**config.mk**
```make
export PLATFORM = sky130hd
export DESIGN_NAME = pipeline_hazard_ctrl
export DESIGN_NICKNAME = d
export VERILOG_FILES = /design/src/rtl/pipeline_hazard_ctrl_pkg.sv /design/src/rtl/pipeline_hazard_ctrl_hazard_detect.sv /design/src/rtl/pipeline_hazard_ctrl.sv
export SDC_FILE = /design/constraint.sdc
export NUM_CORES = 1
export LEC_CHECK = 0
export ABC_CLOCK_PERIOD_IN_PS = 1790
export CELL_PAD_IN_SITES_DETAIL_PLACEMENT = 1
export CELL_PAD_IN_SITES_GLOBAL_PLACEMENT = 1
export CORE_UTILIZATION = 30
export CTS_CLUSTER_DIAMETER = 40
export DETAILED_ROUTE_END_ITERATION = 7
export PLACE_DENSITY = 0.83
export SYNTH_ARGS = -nofsm -noshare
export SYNTH_HDL_FRONTEND = slang
export SYNTH_SLANG_ARGS = --single-unit
```
**constraint.sdc**
```tcl
create_clock -name Clk -period 1.79 [get_ports Clk]
set_clock_uncertainty 0.1 [all_clocks]
set_input_delay 0.179 -clock Clk [delete_from_list [all_inputs] [get_ports Clk]]
set_output_delay 0.179 -clock Clk [all_outputs]
set_load 0.05 [all_outputs]
```
**src/rtl/pipeline_hazard_ctrl_pkg.sv**
```systemverilog
// Shared types and codes for the pipeline hazard controller.
// Holds the FSM state encoding and the 2-bit push/pop and first-time codes.
package pipeline_hazard_ctrl_pkg;

  typedef enum logic [2:0] {
    IDLE     = 3'd0,
    CALL_HI  = 3'd1,
    CALL_LO  = 3'd2,
    RET_HI   = 3'd3,
    RET_LO   = 3'd4,
    RET_WAIT = 3'd5
  } state_t;

  localparam logic [1:0] CODE_NONE = 2'b00;
  localparam logic [1:0] PUSH      = 2'b01;
  localparam logic [1:0] POP       = 2'b10;
  localparam logic [1:0] FT_HI     = 2'b01;
  localparam logic [1:0] FT_LO     = 2'b10;

endpackage

```
**src/rtl/pipeline_hazard_ctrl_hazard_detect.sv**
```systemverilog
// Combinational load-use comparator: a load in execute whose destination
// is read by the instruction currently in decode.
module hazard_detect #(
  parameter int REG_AW = 3
) (
  input  logic [REG_AW-1:0] src1,
  input  logic [REG_AW-1:0] src2,
  input  logic              use1,
  input  logic              use2,
  input  logic [REG_AW-1:0] dst,
  input  logic              mem_read,
  input  logic              reg_write,
  output logic              hazard
);

  assign hazard = mem_read & reg_write &
                  ((use1 & (src1 == dst)) | (use2 & (src2 == dst)));

endmodule

```
**src/rtl/pipeline_hazard_ctrl.sv**
```systemverilog
// Sequences the FD/DE pipeline buffers: load-use stalls, taken-branch flushes
// and the two-step CALL/RET stack sequences, plus a saturating stall counter.
module pipeline_hazard_ctrl
  import pipeline_hazard_ctrl_pkg::*;
#(
  parameter int REG_AW      = 3,
  parameter int RET_BUBBLES = 2,
  parameter int PERF_W      = 16
) (
  input  logic              Clk,
  input  logic              Rst,
  input  logic [REG_AW-1:0] dSrc1,
  input  logic [REG_AW-1:0] dSrc2,
  input  logic              dUse1,
  input  logic              dUse2,
  input  logic              dIsCall,
  input  logic              dIsRet,
  input  logic [REG_AW-1:0] eDst,
  input  logic              eMR,
  input  logic              eRW,
  input  logic              eBranchTaken,
  output logic              pcWrite,
  output logic              fdEnable,
  output logic              fdFlush,
  output logic              deFlush,
  output logic [1:0]        firstTimeCall,
  output logic [1:0]        firstTimeRET,
  output logic [1:0]        enablePushOrPop,
  output logic              busy,
  output logic [PERF_W-1:0] stallCount
);

  localparam logic [1:0] LAST_BUBBLE = 2'(RET_BUBBLES - 1);

  state_t     state, next_state;
  logic [1:0] bubble_cnt, next_bubble;
  logic       load_use;

  hazard_detect #(.REG_AW(REG_AW)) u_hazard_detect (
    .src1      (dSrc1),
    .src2      (dSrc2),
    .use1      (dUse1),
    .use2      (dUse2),
    .dst       (eDst),
    .mem_read  (eMR),
    .reg_write (eRW),
    .hazard    (load_use)
  );

  always_ff @(posedge Clk or posedge Rst) begin
    if (Rst) begin
      state      <= IDLE;
      bubble_cnt <= '0;
      stallCount <= '0;
    end else begin
      state      <= next_state;
      bubble_cnt <= next_bubble;
      if (!fdEnable && (stallCount != '1))
        stallCount <= stallCount + PERF_W'(1);
    end
  end

  always_comb begin
    next_state      = state;
    next_bubble     = bubble_cnt;
    pcWrite         = 1'b1;
    fdEnable        = 1'b1;
    fdFlush         = 1'b0;
    deFlush         = 1'b0;
    firstTimeCall   = CODE_NONE;
    firstTimeRET    = CODE_NONE;
    enablePushOrPop = CODE_NONE;
    busy            = (state != IDLE);

    if (Rst) begin
      pcWrite     = 1'b0;
      fdEnable    = 1'b0;
      fdFlush     = 1'b1;
      deFlush     = 1'b1;
      busy        = 1'b0;
      next_state  = IDLE;
      next_bubble = '0;
    end else if (eBranchTaken) begin
      // A taken branch squashes whatever the younger instruction was doing.
      fdFlush     = 1'b1;
      deFlush     = 1'b1;
      next_state  = IDLE;
      next_bubble = '0;
    end else begin
      unique case (state)
        IDLE: begin
          if (load_use) begin
            pcWrite  = 1'b0;
            fdEnable = 1'b0;
            deFlush  = 1'b1;
          end else if (dIsCall) begin
            next_state = CALL_HI;
          end else if (dIsRet) begin
            next_state = RET_HI;
          end
        end
        CALL_HI: begin
          firstTimeCall   = FT_HI;
          enablePushOrPop = PUSH;
          pcWrite         = 1'b0;
          fdEnable        = 1'b0;
          next_state      = CALL_LO;
        end
        CALL_LO: begin
          firstTimeCall   = FT_LO;
          enablePushOrPop = PUSH;
          pcWrite         = 1'b0;
          fdEnable        = 1'b0;
          next_state      = IDLE;
        end
        RET_HI: begin
          firstTimeRET    = FT_HI;
          enablePushOrPop = POP;
          pcWrite         = 1'b0;
          fdEnable        = 1'b0;
          next_state      = RET_LO;
        end
        RET_LO: begin
          firstTimeRET    = FT_LO;
          enablePushOrPop = POP;
          pcWrite         = 1'b0;
          fdEnable        = 1'b0;
          next_state      = RET_WAIT;
          next_bubble     = '0;
        end
        RET_WAIT: begin
          // Flush until the popped return address has reached fetch.
          fdFlush = 1'b1;
          deFlush = 1'b1;
          if (bubble_cnt == LAST_BUBBLE) begin
            next_state  = IDLE;
            next_bubble = '0;
          end else begin
            next_bubble = bubble_cnt + 2'd1;
          end
        end
        default: next_state = IDLE;
      endcase
    end
  end

endmodule

```
==> results by group <==
Run status
  – Status: finished, violations left
  – Failing checks: setup timing

Timing
  – Max frequency: between 0.5 and 0.6 GHz
  – Worst-margin pin slew: 438.7 ps
  – Post-route setup slack: -57.00 ps
  – Hold Vio Cnt, Final: 0
  – Max-slew violation count: 0
  – Min Clock Period, post-route: 1847 ps
  – RSZ-0062 raised after global routing: true
  – Tcrit/Tclk final: 1.032
  – Slew HR: 0.7000
  – Setup Viol. Count Final: 8

Synthesis
  – Most used DFF post-synth: dfrtp_1
  – Syn nets: 147
  – Cell area after synthesis: 0.001255 mm^2
  – EDFF count, synth: 0
  – Sequential area share after synthesis: 0.4187
  – Synth Area per Inst: 9.804 um^2
  – Cell variety after synth: 37
  – Asr flop ratio synth: 1.000
  – Warnings, synthesis: 0
  – Post-synthesis register bit count: 21
  – Post-Syn Instances: 128

Power and ir drop
  – Sequential cell fraction of total power: 0.346
  – Internal power: between 0.001 and 0.0015 W
  – Pwr Density: between 800 and 900 mW/mm^2
  – VDD IR max: a little under 1 mV
  – Gate power share: 0.497
  – Leakage: ~0.95 nW
  – Total power: 0.001947 W
  – Switching Fraction: 0.4098
  – Sw power: 0.0007980 W
  – Clk pwr share: 0.157

Die
  – Die width: 66.68 um
  – Initial Util: 0.3137
  – Ports: 45
  – Die Ht: about 67 um
  – Row count: 23
  – Core Area: 0.004000 mm^2
  – Die ar.: ~0.0044 mm^2

Critical path
  – RR Startpoint: state[1]
  – Crit path largest cell delay: 430 ps
  – Cell Chain, Critical Path: buf_6 > nor3_4 > nor3_2 > a211o_4 > clkinvlp_4 > buf_12
  – Crit path kind: reg -> out
  – Critical path fanouts, max: 3
  – WP buf/inv: 3
  – Startpoint Class: register
  – Cell family with most CP delay: flip-flops
  – Reg2Reg Depth: 7
  – Critical path's slowest cell: dfrtp_1
  – R2r setup slk: -50 ps
  – Reg-to-reg critical path endpoint: stallCount[1]
  – Worst EP required: between 1500 and 2000 ps
  – Critical Path AT: 1570 ps
  – Worst setup EP type: primary output

Placed design
  – # port buffers: 44
  – DP Worst Slack: -303.6 ps
  – Placer Congestion: 0.8497
  – Hpwl dp: 2.908 mm

Clock network
  – Root buf cell: clkbuf_8
  – CTS Buf Count: 3
  – CTS tree: yes
  – Clock Sinks: 21
  – Hold-fix buffers at CTS: 0
  – Max H-tree Level: 1
  – Max Root-Sink Buffers: 2
  – Clock transition at path regs: approximately 80 ps
  – Clock latency on the worst-skew pair: 260 ps

Routing
  – ANT nets after route: 0
  – 1st-iter DRT viols: 22
  – Total Wirelength: 3.957 mm
  – Wire per inst: 15.76 um
  – DR vias/cell: 5.004
  – Via count: ~1300
  – Pre-antenna DRT Iters: 4
  – Drc violations: 0

Cells and area
  – Multi-input logic area: 793.3 um^2
  – P&R area growth vs syn: 76.97%
  – Most common cell after layout, fill and taps aside: buf_4
  – Diode count: 0
  – Final Core Density: 0.5552
  – Most frequent cells in the layout: buf_4 (37), xnor2_1 (19), dfrtp_1 (12)
  – Final #Nets: 221
  – Reg area: approximately 540 um^2
  – Share of layout cells above drive strength 1: 0.4925
  – # fillers: 442

Hold path
  – Hold/Removal Path Class: in -> async

Run
  – Max-cap violations: 0

GRT
  – First-pass GRT wire length: 5.920 mm
  – Vias in the first global route: about 1300
  – Largest net degree at the start of global routing: 14
  – Congestion Overflow GR: 0
  – Antenna violations before repair: 0
  – GRT Total Usage: 0.1743
## through the flow
step	std cells	TNS [ps]	hold slack, ps	area (um^2)
after floorplan	128	-1010	54.97	1380
after global placement	235	-3678	379.4	2034
after detailed placement	235	-5467	390.1	2034
after CTS	243	-310.9	122.8	2126
after global routing	251	-1006	163.7	2221
final	251	-285.2	133.4	2221
## Yosys cell counts, types with 2 or more instances
| master | count | share of area |
|---|---|---|
| and3_1 | 7 | 0.035 |
| nand2_1 | 6 | 0.018 |
| buf_2 | 2 | 0.0080 |
| o21a_1 | 2 | 0.012 |
| xnor2_1 | 20 | 0.14 |
| a2111oi_0 | 2 | 0.014 |
| nand4_1 | 6 | 0.030 |
| dfrtp_1 | 21 | 0.42 |
| or3_1 | 2 | 0.010 |
| a21oi_1 | 2 | 0.0080 |
| nor2_1 | 8 | 0.024 |
| or2_2 | 2 | 0.010 |
| nor3_1 | 5 | 0.020 |
| nand3_1 | 12 | 0.048 |
| o21ai_0 | 3 | 0.012 |
| buf_4 | 2 | 0.012 |
| inv_1 | 6 | 0.018 |
## cell type report
class / count / share of cell area
Timing Repair Buffer: 74 / 0.3403
Inverter: 6 / 0.01183
Clock buffer: 3 / 0.01859
Sequential cell: 21 / 0.2417
Clock inverter: 1 / 0.002254
Tap cell: 50 / 0.02817
Multi-Input combinational cell: 96 / 0.3572
## state kept, by name, summed over array words and instances, names as in the netlist
register and flops:
stallCount 16, state 3, bubble_cnt 2
## worst min-delay path, cell delays in order
cell and delay, ps:
dlygate4sd2_1 270, buf_4 150, inv_1 60, buf_4 170
## worst max-delay path by stage
stage                  startpoint             to  slack, ps  cells after the start
global placement          eDst[1]  stallCount[1]       -230                      7
detailed placement        eDst[1]  stallCount[1]       -300                      7
finish                   state[1]       fdEnable        -60                      6
floorplan           stallCount[0]  stallCount[1]       -160                      7
CTS                      state[1]        deFlush        -60                      5
global route             state[1]        pcWrite       -130                      6
## power groups by stage
stage / registers, W / clock network, W / logic [W]
6_report: 0.000674 / 0.000306 / 0.000967
5_1_grt: 0.000686 / 0.000331 / 0.00102
4_1_cts: 0.000693 / 0.000313 / 0.000871
3_5_place_dp: 0.000701 / 0 / 0.000857
3_3_place_gp: 0.000691 / 0 / 0.000844
2_1_floorplan: 0.000953 / 0 / 0.000291
## logic make-up (layout without fill, tap and decap cells)
family	count (synthesis)	after routing	synth area share
fa+ha+maj	1	1	0.009968
mux	2	2	0.02093
flops	21	21	0.4187
xor+xnor	21	21	0.1466
buf+inv	11	84	0.04685
simple gates	60	60	0.2842
compound gates	12	12	0.07278
## routing by layer
layer / part of all wire / up-vias / wire, um / track usage
li1: - / 592 / - / -
met5: 0 / - / 0 / 0
met3: 0.059 / 2 / 234 / 0.02568
met1: 0.40 / 620 / 1584 / 0.2030
met2: 0.54 / 42 / 2121 / 0.3333
met4: 0.0043 / 0 / 17 / 0.03191
## timing repair
item / 4_1_cts / 5_1_grt
endpoints found under the setup margin: 16 / 22
pin swaps: 11 / 10
resized for setup: 19 / 8
buffers inserted: 4 / 8
Note: power is estimated with default switching activity, not from simulation.
